$ cat config.mk
export PLATFORM = sky130hd
export DESIGN_NAME = ps2_rx_fifo
export DESIGN_NICKNAME = d
export VERILOG_FILES = /design/src/rtl/ps2_rx_fifo.sv
export SDC_FILE = /design/constraint.sdc
export NUM_CORES = 1
export LEC_CHECK = 0
export CORE_MARGIN = 2
export CORE_UTILIZATION = 60
export CTS_BUF_LIST = sky130_fd_sc_hd__clkbuf_8
export DETAILED_ROUTE_END_ITERATION = 16
export GPL_TIMING_DRIVEN = 0
export MAX_ROUTING_LAYER = met4
export PLACE_DENSITY = 0.78
export SYNTH_ARGS = -nofsm -noshare
export SYNTH_HDL_FRONTEND = slang
export SYNTH_HIERARCHICAL = 1
export SYNTH_SLANG_ARGS = --single-unit
export TNS_END_PERCENT = 30
$ cat constraint.sdc
create_clock -name CLK -period 2.15 [get_ports CLK]
set_input_delay 0.215 -clock CLK [delete_from_list [all_inputs] [get_ports CLK]]
set_output_delay 0.215 -clock CLK [all_outputs]
set_load 0.005 [all_outputs]
$ cat src/rtl/ps2_rx_fifo.sv
// PS/2 device-to-host receiver: synchronise and filter both lines, decode 11-bit frames, queue results in a FWFT FIFO.
// Define PS2_RX_TIMEOUT_EN to add a watchdog that abandons stalled frames after TIMEOUT_CYCLES.

module ps2_rx_line_filter #(
  parameter int FILTER_LEN = 8
) (
  input  logic clk,
  input  logic rst_n,
  input  logic raw,
  output logic filt
);
  logic       sync_q1, sync_q2;
  logic [7:0] stable_cnt;

  // The filtered value only follows the synchroniser after FILTER_LEN consecutive differing samples
  always_ff @(posedge clk or negedge rst_n) begin
    if (!rst_n) begin
      sync_q1    <= 1'b1;
      sync_q2    <= 1'b1;
      filt       <= 1'b1;
      stable_cnt <= '0;
    end else begin
      sync_q1 <= raw;
      sync_q2 <= sync_q1;
      if (sync_q2 == filt) begin
        stable_cnt <= '0;
      end else if (stable_cnt == 8'(FILTER_LEN - 1)) begin
        filt       <= sync_q2;
        stable_cnt <= '0;
      end else begin
        stable_cnt <= stable_cnt + 8'd1;
      end
    end
  end
endmodule

module ps2_rx_fifo #(
  parameter int FILTER_LEN     = 8,
  parameter int TIMEOUT_CYCLES = 50000,
  parameter int FIFO_DEPTH     = 4
) (
  input  logic                              CLK,
  input  logic                              RESET,
  input  logic                              CLK_MOUSE_IN,
  input  logic                              DATA_MOUSE_IN,
  input  logic                              READ_ENABLE,
  output logic [7:0]                        BYTE_READ,
  output logic [1:0]                        BYTE_ERROR_CODE,
  output logic                              BYTE_READY,
  output logic [$clog2(FIFO_DEPTH+1)-1:0]   FIFO_COUNT,
  output logic                              OVERFLOW
);
  localparam int CW = $clog2(FIFO_DEPTH + 1);
  localparam int PW = $clog2(FIFO_DEPTH);

  generate
    if (FILTER_LEN < 2 || FILTER_LEN > 255) begin : g_bad_filter
      $error("FILTER_LEN must be 2..255");
    end
    if (FIFO_DEPTH < 2 || FIFO_DEPTH > 64 || (FIFO_DEPTH & (FIFO_DEPTH - 1)) != 0) begin : g_bad_depth
      $error("FIFO_DEPTH must be a power of 2 in 2..64");
    end
    if (TIMEOUT_CYCLES < 1) begin : g_bad_timeout
      $error("TIMEOUT_CYCLES must be positive");
    end
  endgenerate

  typedef enum logic [1:0] {IDLE, DATA, PARITY, STOP} state_t;

  logic       clk_filt, data_filt, clk_prev, fall;
  state_t     state;
  logic [2:0] bit_cnt;
  logic [7:0] shift_reg;
  logic       parity_err;
  logic       wr_en;
  logic [9:0] wr_entry;

  ps2_rx_line_filter #(.FILTER_LEN(FILTER_LEN)) u_clk_filter (
    .clk(CLK), .rst_n(RESET), .raw(CLK_MOUSE_IN), .filt(clk_filt)
  );

  ps2_rx_line_filter #(.FILTER_LEN(FILTER_LEN)) u_data_filter (
    .clk(CLK), .rst_n(RESET), .raw(DATA_MOUSE_IN), .filt(data_filt)
  );

  always_ff @(posedge CLK or negedge RESET) begin
    if (!RESET) clk_prev <= 1'b1;
    else        clk_prev <= clk_filt;
  end

  assign fall = clk_prev & ~clk_filt;

`ifdef PS2_RX_TIMEOUT_EN
  localparam int TW = $clog2(TIMEOUT_CYCLES + 1);
  logic [TW-1:0] wd_cnt;
`endif

  // Frame decoder; the data line is sampled only in fall-pulse cycles
  always_ff @(posedge CLK or negedge RESET) begin
    if (!RESET) begin
      state      <= IDLE;
      bit_cnt    <= '0;
      shift_reg  <= '0;
      parity_err <= 1'b0;
`ifdef PS2_RX_TIMEOUT_EN
      wd_cnt     <= '0;
`endif
    end else if (fall) begin
`ifdef PS2_RX_TIMEOUT_EN
      wd_cnt <= '0;
`endif
      case (state)
        IDLE: begin
          if (!data_filt) begin
            state   <= DATA;
            bit_cnt <= '0;
          end
        end
        DATA: begin
          shift_reg <= {data_filt, shift_reg[7:1]};
          bit_cnt   <= bit_cnt + 3'd1;
          if (bit_cnt == 3'd7) state <= PARITY;
        end
        PARITY: begin
          parity_err <= ~(^shift_reg ^ data_filt);
          state      <= STOP;
        end
        STOP:    state <= IDLE;
        default: state <= IDLE;
      endcase
    end
`ifdef PS2_RX_TIMEOUT_EN
    else if (state != IDLE) begin
      if (wd_cnt == TW'(TIMEOUT_CYCLES - 1)) begin
        state  <= IDLE;
        wd_cnt <= '0;
      end else begin
        wd_cnt <= wd_cnt + 1'b1;
      end
    end else begin
      wd_cnt <= '0;
    end
`endif
  end

  assign wr_en    = fall && (state == STOP);
  assign wr_entry = {~data_filt, parity_err, shift_reg};

  logic [9:0]    mem [FIFO_DEPTH];
  logic [PW-1:0] rd_ptr, wr_ptr;
  logic [CW-1:0] count;
  logic          full, empty, pop, push;

  assign full  = (count == CW'(FIFO_DEPTH));
  assign empty = (count == '0);
  assign pop   = READ_ENABLE & ~empty;
  // A full FIFO still accepts a frame when the head leaves in the same cycle
  assign push  = wr_en & (~full | pop);

  always_ff @(posedge CLK) begin
    if (push) mem[wr_ptr] <= wr_entry;
  end

  always_ff @(posedge CLK or negedge RESET) begin
    if (!RESET) begin
      rd_ptr   <= '0;
      wr_ptr   <= '0;
      count    <= '0;
      OVERFLOW <= 1'b0;
    end else begin
      if (push) wr_ptr <= wr_ptr + 1'b1;
      if (pop)  rd_ptr <= rd_ptr + 1'b1;
      case ({push, pop})
        2'b10:   count <= count + 1'b1;
        2'b01:   count <= count - 1'b1;
        default: count <= count;
      endcase
      if (wr_en && full && !pop) OVERFLOW <= 1'b1;
      else if (pop)              OVERFLOW <= 1'b0;
    end
  end

  assign BYTE_READY      = ~empty;
  assign FIFO_COUNT      = count;
  assign BYTE_READ       = empty ? 8'h00 : mem[rd_ptr][7:0];
  assign BYTE_ERROR_CODE = empty ? 2'b00 : mem[rd_ptr][9:8];
endmodule

### After elaboration in Yosys (flattened, before gate mapping)

Memories as Yosys holds them, arrays and structs flattened.
Index checks and enable logic that the tools add are counted.

* register bits: 45
* bits in writable memories: 40
* word-level logic and storage cells: 82
* memories: 1

Memory list
* mem: depth 4, width 10, rd ports 1, clocked after Yosys merged registers in 0, wr ports 1, line 149 `logic [9:0] mem [FIFO_DEPTH];`

* add/subtract/negate cells: 7
* equal/unequal tests: 13
* muxes and demuxes: 16
* bitwise gates (word level): 12
* reductions and logical operators: 16

Operators by type and width (number)
* 8-bit 2-to-1 mux: 5
* 8-bit by 1-bit adder with 8-bit output, second input constant: 2
* 8-bit by 3-bit equality test with 1-bit output, second input constant: 2
* 3-bit one-hot mux with 2 select lines: 2
* 2-bit one-hot mux with 4 select lines: 1
* 2-bit AND reduction: 4
* 8-bit parity: 1
* 1-bit NOT: 7
* 3-bit by 1-bit adder with 3-bit output, second input constant: 2
* 2-bit equality test, second input constant: 3
* 3-bit equality test, second input constant: 2
* 2-bit 2-to-1 mux: 3
* 3-bit AND reduction: 2
* 2-bit nonzero test: 3
* 2-bit by 1-bit adder with 2-bit output, second input constant: 2
* 2-bit by 1-bit equality test with 1-bit output, second input constant: 2
* 1-bit 2-to-1 mux: 4
* 2-bit inequality test, second input constant: 2
* 1-bit bitwise AND: 3
* 1-bit logical AND: 3
* 3-bit zero test: 1
* 3-bit 2-to-1 mux: 1
* 3-bit by 1-bit subtractor with 3-bit output, second input constant: 1
* 1-bit equality test: 2
* other kinds (4): 4

### Logic depth before layout (Yosys ltp)

* depth after elaboration: 7
* mapped depth: 7
* depth with buffers taken out: 7

### Modules after synthesis

Netlist, hierarchy kept.

By module, submodules not included
* ps2_rx_fifo: times used 1, cells an instance 174, area an instance 2771.4 µm²
* ps2_rx_line_filter: times used 2, cells an instance 43, area an instance 511.7 µm²

### Worst setup path before layout

OpenSTA, ideal clock, no wires.

* kind: flip-flop to flip-flop
* from: register clk_prev
* to: memory mem[0][0] (enable)
* arrival: 1412 ps
* required time: 1807 ps
* path slack: 395 ps
* cell stages (with the launch flop): 4
* cell sequence: dfstp_2 > nand3b_1 > a21oi_2 > and2_1

* word-level cells in the longest chain between the ends: 5

RTL lines
* from (decl): line 70 `logic clk_filt, data_filt, clk_prev, fall;`
* from (signal assigned): line 88 `else clk_prev <= clk_filt;`
* 1-bit bitwise AND: line 91 `assign fall = clk_prev & ~clk_filt;`
* 1-bit logical AND: line 146 `assign wr_en = fall && (state == STOP);`
* 1-bit bitwise AND: line 158 `assign push = wr_en & (~full | pop);`
* 1-bit 2-to-1 mux: line 161 `if (push) mem[wr_ptr] <= wr_entry;`
* 1-bit 2-to-1 mux (implied by the code): line 161
* to (decl): line 149

No other way between the ends.

### Worst setup path in the final report

* from: register rd_ptr[0]
* to: output BYTE_ERROR_CODE[0]

* word-level cells in the longest chain between the ends: 2

RTL lines
* from (decl): line 150 `logic [PW-1:0] rd_ptr, wr_ptr;`
* from (signal assigned): line 172 `if (pop) rd_ptr <= rd_ptr + 1'b1;`
* memory read 4 x 10 bit
* 2-bit 2-to-1 mux: line 186 `assign BYTE_ERROR_CODE = empty ? 2'b00 : mem[rd_ptr][9:8];`
* to (decl): line 48 `output logic [1:0] BYTE_ERROR_CODE,`

No other way between the ends.

==> reports/results.tsv <==
stage	metric	value	unit
power	PwrDens	1160	nW/um^2
worst_hold_path	Worst Hold Class	input port to register	
synthesis	synth cell count leaders	edfxtp_1, dfrtp_1, ha_1, nor2_1, inv_1	
timing	actual slew at the worst max-slew pin	0.527	ns
synthesis	Post-synth EDFFs	40	
synthesis	Post-synth ARST share	52.9	%
finish	Layout Nets	319	
power	Int Power	3.74	mW
timing	final hold violation count	0	
route	Pre-antenna DRT Iters	4	
clock_tree	clk buf depth	2	
synthesis	average size of a mapped cell	14.6	um^2
timing	Fin Setup TNS	0	ns
grt	antenna violations before repair	0	
critical_path	worst path arrival time	1.79	ns
grt	grt ovf	0	
timing	RSZ-0062 raised after global routing	false	
die	core area	6030	um^2
die	Die Span Y	83.5	um
synthesis	syn nets	281	
finish	Post-Layout Cell Count	377	
critical_path	Required @ worst endpoint	1.93	ns
finish	share of post-route cells with drive strength above 1	22.5	%
timing	final setup fails	0	
synthesis	Mapped Area	3790	um^2
synthesis	Post-Synthesis Cells	260	
placement	IO Port Bufs	19	
power	Sw Share	27.6	%
power	Switching Power	1.43	mW
clock_tree	clock sinks	85	
synthesis	Area contributors post-synth	edfxtp_1, dfrtp_1, mux4_2	
finish	synth-to-layout area growth	17.2	%
power	sequential power share	41.7	%
die	Die Span X	83.5	um
timing	Tmin final	2.01	ns
timing	FMAX	498	MHz
synthesis	synth warn	6	
synthesis	Yosys reg bits	85	
clock_tree	clock latency at the later pin of the worst-skew pair	0.35	ns
timing	Rel. slew slack	64.8	%
clock_tree	CTS HTree Levels	3	
grt	largest net degree at the start of global routing	33	
clock_tree	clock slew at reported path FFs	0.08	ns
critical_path	Worst path max stage delay	0.50	ns
status	status	completed	
synthesis	top cell type's share of synthesized area	31.7	%
grt	vias in the first global route	2165	
placement	placed cells	355	
finish	design area	4450	um^2
finish	antenna cell count	0	
timing	period utilization	93.4	%
die	Die ar.	6980	um^2
power	Leak	1.79	nW
die	row count	28	
flow_run	max-cap viol count	0	
power	Worst VDD drop	0.000873	V
route	DR DRC count	0	
critical_path	cell breakdown of the critical path	buf_12 -> mux4_2 -> nor2b_1 -> dlygate4sd2_1	
finish	Largest register FFs	40	
synthesis	register area share after synthesis	61.6	%
placement	DP Area	4090	um^2
die	boundary pin count	20	
route	via count	2101	
route	Vias/cell	5.57	
clock_tree	CTS tree	done	
power	Comb pwr share	28.2	%
power	Clk network pwr share	30.1	%
critical_path	CP Capture Type	primary output	
placement	routability cong.	0.780	
critical_path	CP Max Fanout	9	
route	WL final	6010	um
route	DRT iter0 DRCs	115	
critical_path	Startpoint Class	register	
synthesis	most frequent cell after synthesis	edfxtp_1	
route	Routed Antenna Nets	0	
die	Initial Util	63.0	%
placement	HPWL after detailed placement	3840	um
grt	total track usage	19.8	%
critical_path	WS Path Type	register to primary output	
grt	global-route wire length before repair	10400	um
timing	Layout Skew	0.00641	ns
synthesis	cell accounting for the most synthesized area	edfxtp_1	
finish	Reg with most FFs	mem	
clock_tree	total CTS buffers	9	
synthesis	Distinct cells, synth	38	
power	Power, Total	5.17	mW
route	average wire per standard cell	15.9	um
synthesis	top_reg_cell synth	edfxtp_1	
timing	max-slew violation count	0	
critical_path	CP max-delay cell	mux4_2	
clock_tree	Root Driver	clkbuf_8	
cells by family after synthesis:
group | count (synthesis) | share of synthesized area, %
AO/OA/AOI/OAI | 31 | 6.20
XOR/XNOR | 21 | 5.21
buffers and inverters | 17 | 1.81
AND/OR/NAND/NOR | 67 | 9.99
adder cells (fa/ha/maj) | 16 | 5.47
multiplexers | 23 | 9.76
flip-flops | 85 | 61.6
layout by cell type, fill, tap and decap left out, types with 4 or more instances in the layout:
master	n
a21oi_1	8
and2_2	4
buf_4	8
bufinv_16	5
clkbuf_8	9
clkdlybuf4s50_1	8
dfrtp_1	37
dfstp_2	7
dlygate4sd2_1	10
edfxtp_1	40
ha_1	15
inv_1	14
mux2_2	10
mux4_2	10
nand2_1	10
nand3_1	8
nor2_1	15
nor2b_1	13
o21ai_0	12
or3_1	6
xnor2_1	11
xor2_1	9
worst max-delay path: cells and delay by family, from the launching register on:
kind	cells	cell delay [ns]
muxes	1	0.50
buffers and inverters	2	0.40
DFF	1	0.40
and+or+nand+nor	1	0.14
area by class of cell:
class                   instances  area, um^2
flip-flops and latches         85        2340
repair buffers                 27         248
well taps                      75        93.8
clock inverters                 6         159
clock buffers                   9         124
multi-input cells             158        1400
fillers                       388        1580
inverters                      14        52.6
plain buffers                   3        35.0
metrics by stage:
step / util [%] / setup WS, ns / hold slack [ns]
2_1_floorplan: - / 0.395 / -0.0806
3_3_place_gp: 67.7 / -0.333 / 0.346
3_5_place_dp: 67.9 / -0.0683 / 0.136
4_1_cts: 73.2 / 0.0615 / 0.248
5_1_grt: 73.8 / 0.0627 / 0.248
6_report: 73.8 / 0.142 / 0.266
per-layer routing:
layer	global-route usage [%]	up-vias	wire (um)
met4	7.04	0	44
met1	25.3	1043	2630
met5	-	-	0
met2	31.4	41	3120
li1	-	1011	-
met3	5.04	6	222
power by group through the flow:
stage / logic [mW] / clock network [mW] / registers [mW]
after floorplan: 0.954 / 0 / 2.13
after global placement: 1.41 / 0 / 2.17
after detailed placement: 1.46 / 0 / 2.18
after CTS: 1.47 / 1.58 / 2.15
after global routing: 1.62 / 1.65 / 2.19
final: 1.46 / 1.56 / 2.15
what timing repair did:
item,in CTS,in global routing
resized for setup,20,4
setup endpoints to repair,50,12
setup buffers,2,4
endpoints found under the hold margin,13,0
hold buffers,1,0
final timing paths:
kind	start	to	slack, ns	cells after the start
min in group asynchronous	RESET	u_data_filter/stable_cnt[4]	0.30	2
setup / recovery	rd_ptr[0]	BYTE_ERROR_CODE[0]	0.14	4
hold / removal	DATA_MOUSE_IN	u_data_filter/sync_q1	0.27	1
hold reg to reg	u_clk_filter/sync_q1	u_clk_filter/sync_q2	0.36	0
setup reg to reg	state[1]	mem[2][1]	0.31	5
max in group asynchronous	RESET	clk_prev	1.31	3
(Power assumes the default switching activity.)
